[config.mk]
export PLATFORM = sky130hd
export DESIGN_NAME = raytracer_frag_scheduler
export DESIGN_NICKNAME = d
export VERILOG_FILES = /design/src/rtl/raytracer_frag_scheduler.sv
export SDC_FILE = /design/constraint.sdc
export NUM_CORES = 1
export LEC_CHECK = 0
export ABC_AREA = 1
export BUFFER_PORTS_ARGS = -buffer_cell sky130_fd_sc_hd__buf_2
export CAP_MARGIN = 20
export CORE_MARGIN = 3
export CORE_UTILIZATION = 48
export CTS_CLUSTER_DIAMETER = 30
export DETAILED_ROUTE_END_ITERATION = 6
export PLACE_DENSITY_LB_ADDON = 0.15
export SLEW_MARGIN = 20
export SYNTH_ARGS = -nofsm -noshare
export SYNTH_HDL_FRONTEND = slang
export SYNTH_SLANG_ARGS = --single-unit
[constraint.sdc]
create_clock -name aclk -period 4.78 [get_ports aclk]
set_clock_uncertainty 0.1 [all_clocks]
set_input_delay 1.195 -clock aclk [delete_from_list [all_inputs] [get_ports aclk]]
set_output_delay 1.195 -clock aclk [all_outputs]
set_load 0.05 [all_outputs]
[src/rtl/raytracer_frag_scheduler.sv]
// Frame sequencer for the ray-tracing coprocessor: dispatches fragment indices to render
// cores round-robin and merges their per-fragment result packets onto one AXIS master.
module raytracer_frag_scheduler #(
  parameter int NUM_CORES     = 4,
  parameter int FRAG_IDX_W    = 16,
  parameter int FRAGMENT_SIZE = 64,
  parameter int DATA_W        = 32
) (
  input  logic                        aclk,
  input  logic                        aresetn,
  input  logic                        start,
  input  logic [FRAG_IDX_W-1:0]       num_fragments,
  output logic                        busy,
  output logic                        done,
  input  logic [NUM_CORES-1:0]        core_req,
  output logic [NUM_CORES-1:0]        core_grant,
  output logic [FRAG_IDX_W-1:0]       core_frag_idx,
  input  logic [NUM_CORES-1:0]        core_tvalid,
  input  logic [NUM_CORES*DATA_W-1:0] core_tdata,
  output logic [NUM_CORES-1:0]        core_tready,
  output logic                        m_axis_tvalid,
  output logic [DATA_W-1:0]           m_axis_tdata,
  output logic                        m_axis_tlast,
  input  logic                        m_axis_tready
);
  localparam int CIDX_W = (NUM_CORES > 1) ? $clog2(NUM_CORES) : 1;
  localparam int WCNT_W = (FRAGMENT_SIZE > 1) ? $clog2(FRAGMENT_SIZE) : 1;
  localparam logic [WCNT_W-1:0] LAST_WORD = WCNT_W'(FRAGMENT_SIZE - 1);

  typedef enum logic {IDLE, RUN} frame_state_t;
  typedef enum logic {OA_IDLE, OA_LOCK} oa_state_t;

  frame_state_t state_q, state_d;
  oa_state_t    oa_q, oa_d;
  logic [FRAG_IDX_W-1:0] num_q, num_d, disp_q, disp_d, comp_q, comp_d;
  logic [CIDX_W-1:0]     gptr_q, gptr_d, optr_q, optr_d, sel_q, sel_d;
  logic [WCNT_W-1:0]     wcnt_q, wcnt_d;
  logic [CIDX_W-1:0]     gsel, osel;

  function automatic logic [CIDX_W-1:0] wrap_inc(input logic [CIDX_W-1:0] i);
    int unsigned n;
    n = (32'(i) + 1) % NUM_CORES;
    return CIDX_W'(n);
  endfunction

  // First set bit of v at or after start_at, wrapping around.
  function automatic logic [CIDX_W-1:0] rr_pick(input logic [NUM_CORES-1:0] v,
                                                input logic [CIDX_W-1:0]    start_at);
    logic [CIDX_W-1:0] pick;
    logic              found;
    pick  = start_at;
    found = 1'b0;
    for (int unsigned k = 0; k < NUM_CORES; k++) begin
      int unsigned idx;
      idx = (32'(start_at) + k) % NUM_CORES;
      if (!found && v[CIDX_W'(idx)]) begin
        pick  = CIDX_W'(idx);
        found = 1'b1;
      end
    end
    return pick;
  endfunction

  always_comb begin
    state_d       = state_q;
    oa_d          = oa_q;
    num_d         = num_q;
    disp_d        = disp_q;
    comp_d        = comp_q;
    gptr_d        = gptr_q;
    optr_d        = optr_q;
    sel_d         = sel_q;
    wcnt_d        = wcnt_q;
    busy          = 1'b0;
    done          = 1'b0;
    core_grant    = '0;
    core_frag_idx = '0;
    core_tready   = '0;
    m_axis_tvalid = 1'b0;
    m_axis_tdata  = '0;
    m_axis_tlast  = 1'b0;
    gsel          = rr_pick(core_req, gptr_q);
    osel          = rr_pick(core_tvalid, optr_q);

    case (oa_q)
      OA_IDLE: begin
        if (|core_tvalid) begin
          sel_d  = osel;
          optr_d = wrap_inc(osel);
          wcnt_d = '0;
          oa_d   = OA_LOCK;
        end
      end
      OA_LOCK: begin
        m_axis_tvalid      = core_tvalid[sel_q];
        m_axis_tdata       = core_tdata[sel_q*DATA_W +: DATA_W];
        m_axis_tlast       = (wcnt_q == LAST_WORD);
        core_tready[sel_q] = m_axis_tready;
        if (m_axis_tvalid && m_axis_tready) begin
          if (m_axis_tlast) begin
            wcnt_d = '0;
            comp_d = comp_q + FRAG_IDX_W'(1);
            oa_d   = OA_IDLE;
          end else begin
            wcnt_d = wcnt_q + WCNT_W'(1);
          end
        end
      end
      default: oa_d = OA_IDLE;
    endcase

    // Frame control sits after the arbiter so a start clears a same-cycle completion.
    case (state_q)
      IDLE: begin
        if (start) begin
          num_d   = num_fragments;
          disp_d  = '0;
          comp_d  = '0;
          state_d = RUN;
        end
      end
      RUN: begin
        if (comp_q == num_q) begin
          done    = 1'b1;
          state_d = IDLE;
        end else begin
          busy = 1'b1;
        end
        if ((disp_q < num_q) && (|core_req)) begin
          core_grant[gsel] = 1'b1;
          core_frag_idx    = disp_q;
          disp_d           = disp_q + FRAG_IDX_W'(1);
          gptr_d           = wrap_inc(gsel);
        end
      end
      default: state_d = IDLE;
    endcase
  end

  always_ff @(posedge aclk or negedge aresetn) begin
    if (!aresetn) begin
      state_q <= IDLE;
      oa_q    <= OA_IDLE;
      num_q   <= '0;
      disp_q  <= '0;
      comp_q  <= '0;
      gptr_q  <= '0;
      optr_q  <= '0;
      sel_q   <= '0;
      wcnt_q  <= '0;
    end else begin
      state_q <= state_d;
      oa_q    <= oa_d;
      num_q   <= num_d;
      disp_q  <= disp_d;
      comp_q  <= comp_d;
      gptr_q  <= gptr_d;
      optr_q  <= optr_d;
      sel_q   <= sel_d;
      wcnt_q  <= wcnt_d;
    end
  end
endmodule
==> tab_implementation.tex <==
\begin{tabular}{lr}
\hline
Metric & Value \\
\hline
\multicolumn{2}{l}{\textbf{CTS}} \\
\quad Maximum number of buffers from clock root to sink & 2 \\
\quad CTS tree & yes \\
\quad Post-cts resize count & 0 \\
\quad Buffer count from post-CTS setup fixing & 0 \\
\quad Cts-stage hold buffer count & 0 \\
\quad Total CTS buffers & 9 \\
\quad CTS H-tree lvls & 3 \\
\quad Clock tree sinks & 62 \\
\quad Clock edge transition at the registers on the reported setup and hold paths & 60 ps \\
\quad Worst skew pair latency & 350 ps \\
\quad Clk Tree Root Cell & sky130\_fd\_sc\_hd\_\_clkbuf\_8 \\
\multicolumn{2}{l}{\textbf{Placed design}} \\
\quad DP Wirelength & 13.5 mm \\
\quad Port Buffers & 215 \\
\quad Placed cells & 1123 \\
\quad Routability Congestion & 0.882 \\
\multicolumn{2}{l}{\textbf{Outcome}} \\
\quad Result of the run & finished, final reports clean \\
\multicolumn{2}{l}{\textbf{Yosys}} \\
\quad Post-synthesis average cell area & 6.53 µm² \\
\quad Yosys reg bits & 62 \\
\quad Library cell with the largest summed area after synthesis & sky130\_fd\_sc\_hd\_\_dfrtp\_1 \\
\quad Number of synthesized flops with an enable pin & 0 \\
\quad Biggest area contributors in the synthesized netlist & sky130\_fd\_sc\_hd\_\_dfrtp\_1 (30\%), sky130\_fd\_sc\_hd\_\_nand2\_1 (17\%), sky130\_fd\_sc\_hd\_\_nand3\_1 (8.0\%) \\
\quad Synthesis warning total & 0 \\
\quad Count of mapped cells out of synthesis & 799 \\
\quad Sequential-to-total area share from yosys stat & 0.298 \\
\quad Most used flip-flop cell after synthesis & sky130\_fd\_sc\_hd\_\_dfrtp\_1 \\
\quad Post-synth top area share & 0.298 \\
\quad Number of distinct library cells after synthesis & 34 \\
\quad Post-Syn Area & 5210 µm² \\
\quad Share of synthesized flip-flops with an asynchronous set or reset & 1.00 \\
\quad Post-synthesis net count & 977 \\
\multicolumn{2}{l}{\textbf{Worst setup path}} \\
\quad Cell at the slowest stage of the critical path & sky130\_fd\_sc\_hd\_\_buf\_2 \\
\quad CP Launch Type & input port \\
\quad Crit path cell chain & buf\_2, inv\_1, nand2\_1, o21ai\_0, o21ai\_2, nor2\_1, nand3\_1, nand2\_1, nand2\_1, inv\_2, ha\_1, inv\_1, nor2\_1, buf\_2 \\
\quad Critical path capture point type & output pin \\
\quad Largest delay share family, worst path & simple AND/OR/NAND/NOR gates \\
\quad Worst R2R End & comp\_q[11] \\
\quad Endpoint required time on the critical path & 3480 ps \\
\quad Category of the most critical setup path & in -> out \\
\quad Worst reg2reg startpoint & sel\_q[1] \\
\quad Number of buffer and inverter stages on the critical path & 5 \\
\quad Data arrival time of the critical path & 2840 ps \\
\quad Largest stage delay, worst path & 260 ps \\
\quad CP most frequent cell & sky130\_fd\_sc\_hd\_\_nand2\_1 \\
\quad Cells on worst reg2reg path & 10 \\
\quad Slack of the worst reg-to-reg path & 2280 ps \\
\quad CP Launch Point & core\_req[2] \\
\quad CP max FO & 3 \\
\multicolumn{2}{l}{\textbf{Hold path}} \\
\quad Hold/Removal Path Class & reg -> reg \\
\quad Startpoint of the most critical hold path & wcnt\_q[4] \\
\quad Hold path depth & 1 \\
\quad Worst hold path endpoint & wcnt\_q[4] \\
\multicolumn{2}{l}{\textbf{Drt}} \\
\quad Routed length per instance & 15.2 µm \\
\quad DR vias & 6051 \\
\quad First-pass DRT Iterations & 5 \\
\quad Remaining antenna violation count & 0 \\
\quad Detail-routed via count per cell & 5.30 \\
\quad Final routed DRC violation total & 0 \\
\quad Detailed Route WL & 17.3 mm \\
\quad Detailed Route Iter0 Violations & 489 \\
\multicolumn{2}{l}{\textbf{Power}} \\
\quad Internal cell power & 1250 µW \\
\quad Total power & 2280 µW \\
\quad Leakage power figure & 0.00363 µW \\
\quad Clock network power share & 0.244 \\
\quad Combinational fraction of design power & 0.462 \\
\quad Reg power frac & 0.294 \\
\quad Worst IR drop on VDD & 0.000348 V \\
\quad Power dissipated by switching net loads & 1020 µW \\
\quad Areal power density over the cells & 346 nW/µm² \\
\quad Sw frac & 0.449 \\
\multicolumn{2}{l}{\textbf{Timing}} \\
\quad Clock period minus worst slack & 4140 ps \\
\quad RSZ-0062 raised after global routing & no \\
\quad Final setup violation count & 0 \\
\quad Pins over their slew limit & 0 \\
\quad Worst max-slew margin expressed relative to the limit & 0.351 \\
\quad Final hold violations & 0 \\
\quad Transition time of the tightest slew-check pin & 967 ps \\
\quad Top achievable clock speed & 242 MHz \\
\quad Setup TNS Final & 0 ps \\
\quad Crit share post-route & 0.866 \\
\multicolumn{2}{l}{\textbf{Global route}} \\
\quad Antenna violations before repair & 1 \\
\quad Largest net degree at the start of global routing & 41 \\
\quad Global route overflow & 0 \\
\quad Wire length of the first global-routing pass & 26.0 mm \\
\quad Total routing resource utilization after global routing & 0.274 \\
\quad Number of global-route vias before repair & 5271 \\
\multicolumn{2}{l}{\textbf{Cells and area}} \\
\quad Nets@finish & 1176 \\
\quad Layout overhead on the synthesized area & 26.3\% \\
\quad Final Instance Count excl. Fillers & 1141 \\
\quad Fill cell instance count of the final layout & 1043 \\
\quad Final core utilization & 0.630 \\
\quad Layout cell share with drive strength beyond 1 & 0.263 \\
\multicolumn{2}{l}{\textbf{Floorplanning}} \\
\quad Std-Cell Core Area & 10500 µm² \\
\quad Height of the die & 110 µm \\
\quad Starting density of the core & 0.498 \\
\quad Die X & 110 µm \\
\quad Number of top-level pins & 216 \\
\quad Site row count & 37 \\
\quad Total die area & 12100 µm² \\
\multicolumn{2}{l}{\textbf{Flow run}} \\
\quad Count of max-cap constraint violations & 0 \\
\hline
\end{tabular}
[worst max-delay path by stage]
stage	to	cells after the start	slack [ps]
final	core_grant[1]	14	640
after global routing	core_grant[2]	14	440
after CTS	core_grant[1]	14	630
after detailed placement	core_grant[3]	14	630
after global placement	core_grant[1]	15	660
after floorplan	core_grant[0]	10	600
[metrics by stage]
stage / worst slack, ps / instance area (µm²) / hold slack (ps)
4_1_cts: 630 / 6580 / 409
6_report: 641 / 6590 / 408
3_5_place_dp: 634 / 6350 / 394
3_3_place_gp: 663 / 6350 / 380
5_1_grt: 438 / 6590 / 447
2_1_floorplan: 604 / 5210 / 364
[power groups by stage]
stage,combinational [µW],clock [µW],sequential (µW)
3_3_place_gp,1040,0,677
3_5_place_dp,1050,0,678
5_1_grt,1170,588,682
4_1_cts,1060,564,668
2_1_floorplan,822,0,647
6_report,1050,555,669
[cell usage after synthesis, types with 3 or more instances]
cell type / count
sky130_fd_sc_hd__a21oi_1: 20
sky130_fd_sc_hd__xor2_1: 12
sky130_fd_sc_hd__inv_1: 88
sky130_fd_sc_hd__xnor2_1: 9
sky130_fd_sc_hd__ha_1: 22
sky130_fd_sc_hd__o21ai_2: 3
sky130_fd_sc_hd__nand2_2: 4
sky130_fd_sc_hd__nor2_1: 63
sky130_fd_sc_hd__nor4_1: 5
sky130_fd_sc_hd__nand2_1: 234
sky130_fd_sc_hd__inv_2: 6
sky130_fd_sc_hd__dfrtp_1: 62
sky130_fd_sc_hd__a21oi_2: 3
sky130_fd_sc_hd__buf_6: 3
sky130_fd_sc_hd__nand3_1: 83
sky130_fd_sc_hd__nor3_1: 13
sky130_fd_sc_hd__a31oi_1: 33
sky130_fd_sc_hd__a22oi_1: 32
sky130_fd_sc_hd__nand4_1: 11
sky130_fd_sc_hd__clkbuf_1: 27
sky130_fd_sc_hd__nor2_2: 7
sky130_fd_sc_hd__o21ai_0: 41
[sequential cells by signal, summed over array words and instances, names as in the netlist]
signal / cells
comp_q: 16
disp_q: 16
gptr_q: 2
num_q: 16
oa_q: 1
optr_q: 2
sel_q: 2
state_q: 1
wcnt_q: 6
[layout make-up]
type	instances	area (µm²)	share of cell area
clock inverter	4	95.1	0.0144
timing repair buffer	222	1130	0.171
tap	136	170	0.0258
antenna	2	5.00	0.000760
clock buffer	12	135	0.0205
multi-input combinational	608	3140	0.477
inverter	95	359	0.0545
sequential	62	1550	0.236
[worst reg2reg max path, stage by stage (launching register included)]
cell and delay (ps):
sky130_fd_sc_hd__dfrtp_1 390, sky130_fd_sc_hd__buf_4 380, sky130_fd_sc_hd__nand2_1 140, sky130_fd_sc_hd__inv_2 440, sky130_fd_sc_hd__a21oi_2 140, sky130_fd_sc_hd__nand2_2 170, sky130_fd_sc_hd__nand3_1 110, sky130_fd_sc_hd__nor2_2 190
sky130_fd_sc_hd__nand2_1 100, sky130_fd_sc_hd__o21ai_0 170, sky130_fd_sc_hd__nor2_1 60
[cell usage in the layout, fill, tap and decap left out, drive strengths merged, types with 3 or more instances in the layout]
master / instances
nand2: 238
buf: 222
inv: 94
nand3: 84
nor2: 70
dfrtp: 62
o21ai: 46
a31oi: 33
a22oi: 32
a21oi: 23
ha: 22
nor3: 14
xor2: 12
nand4: 12
clkbuf: 12
xnor2: 9
nor4: 5
bufinv: 3
[cells by family after synthesis]
kind of cell | after synthesis | share of synthesized area
buffers and inverters | 129 | 0.0996
XOR/XNOR | 21 | 0.0353
multiplexers | 1 | 0.00192
AND/OR/NAND/NOR | 425 | 0.350
AO/OA/AOI/OAI | 139 | 0.163
flip-flops | 62 | 0.298
adder cells (fa/ha/maj) | 22 | 0.0528
[layer usage]
metal,wire (µm),share of wire,vias up,track usage
met5,0,0,-,0
met4,391,0.023,0,0.0950
met3,1340,0.077,31,0.0478
met2,8610,0.50,202,0.486
met1,6980,0.40,2769,0.335
li1,-,-,3049,-
Power figures use the tool's default switching activity.
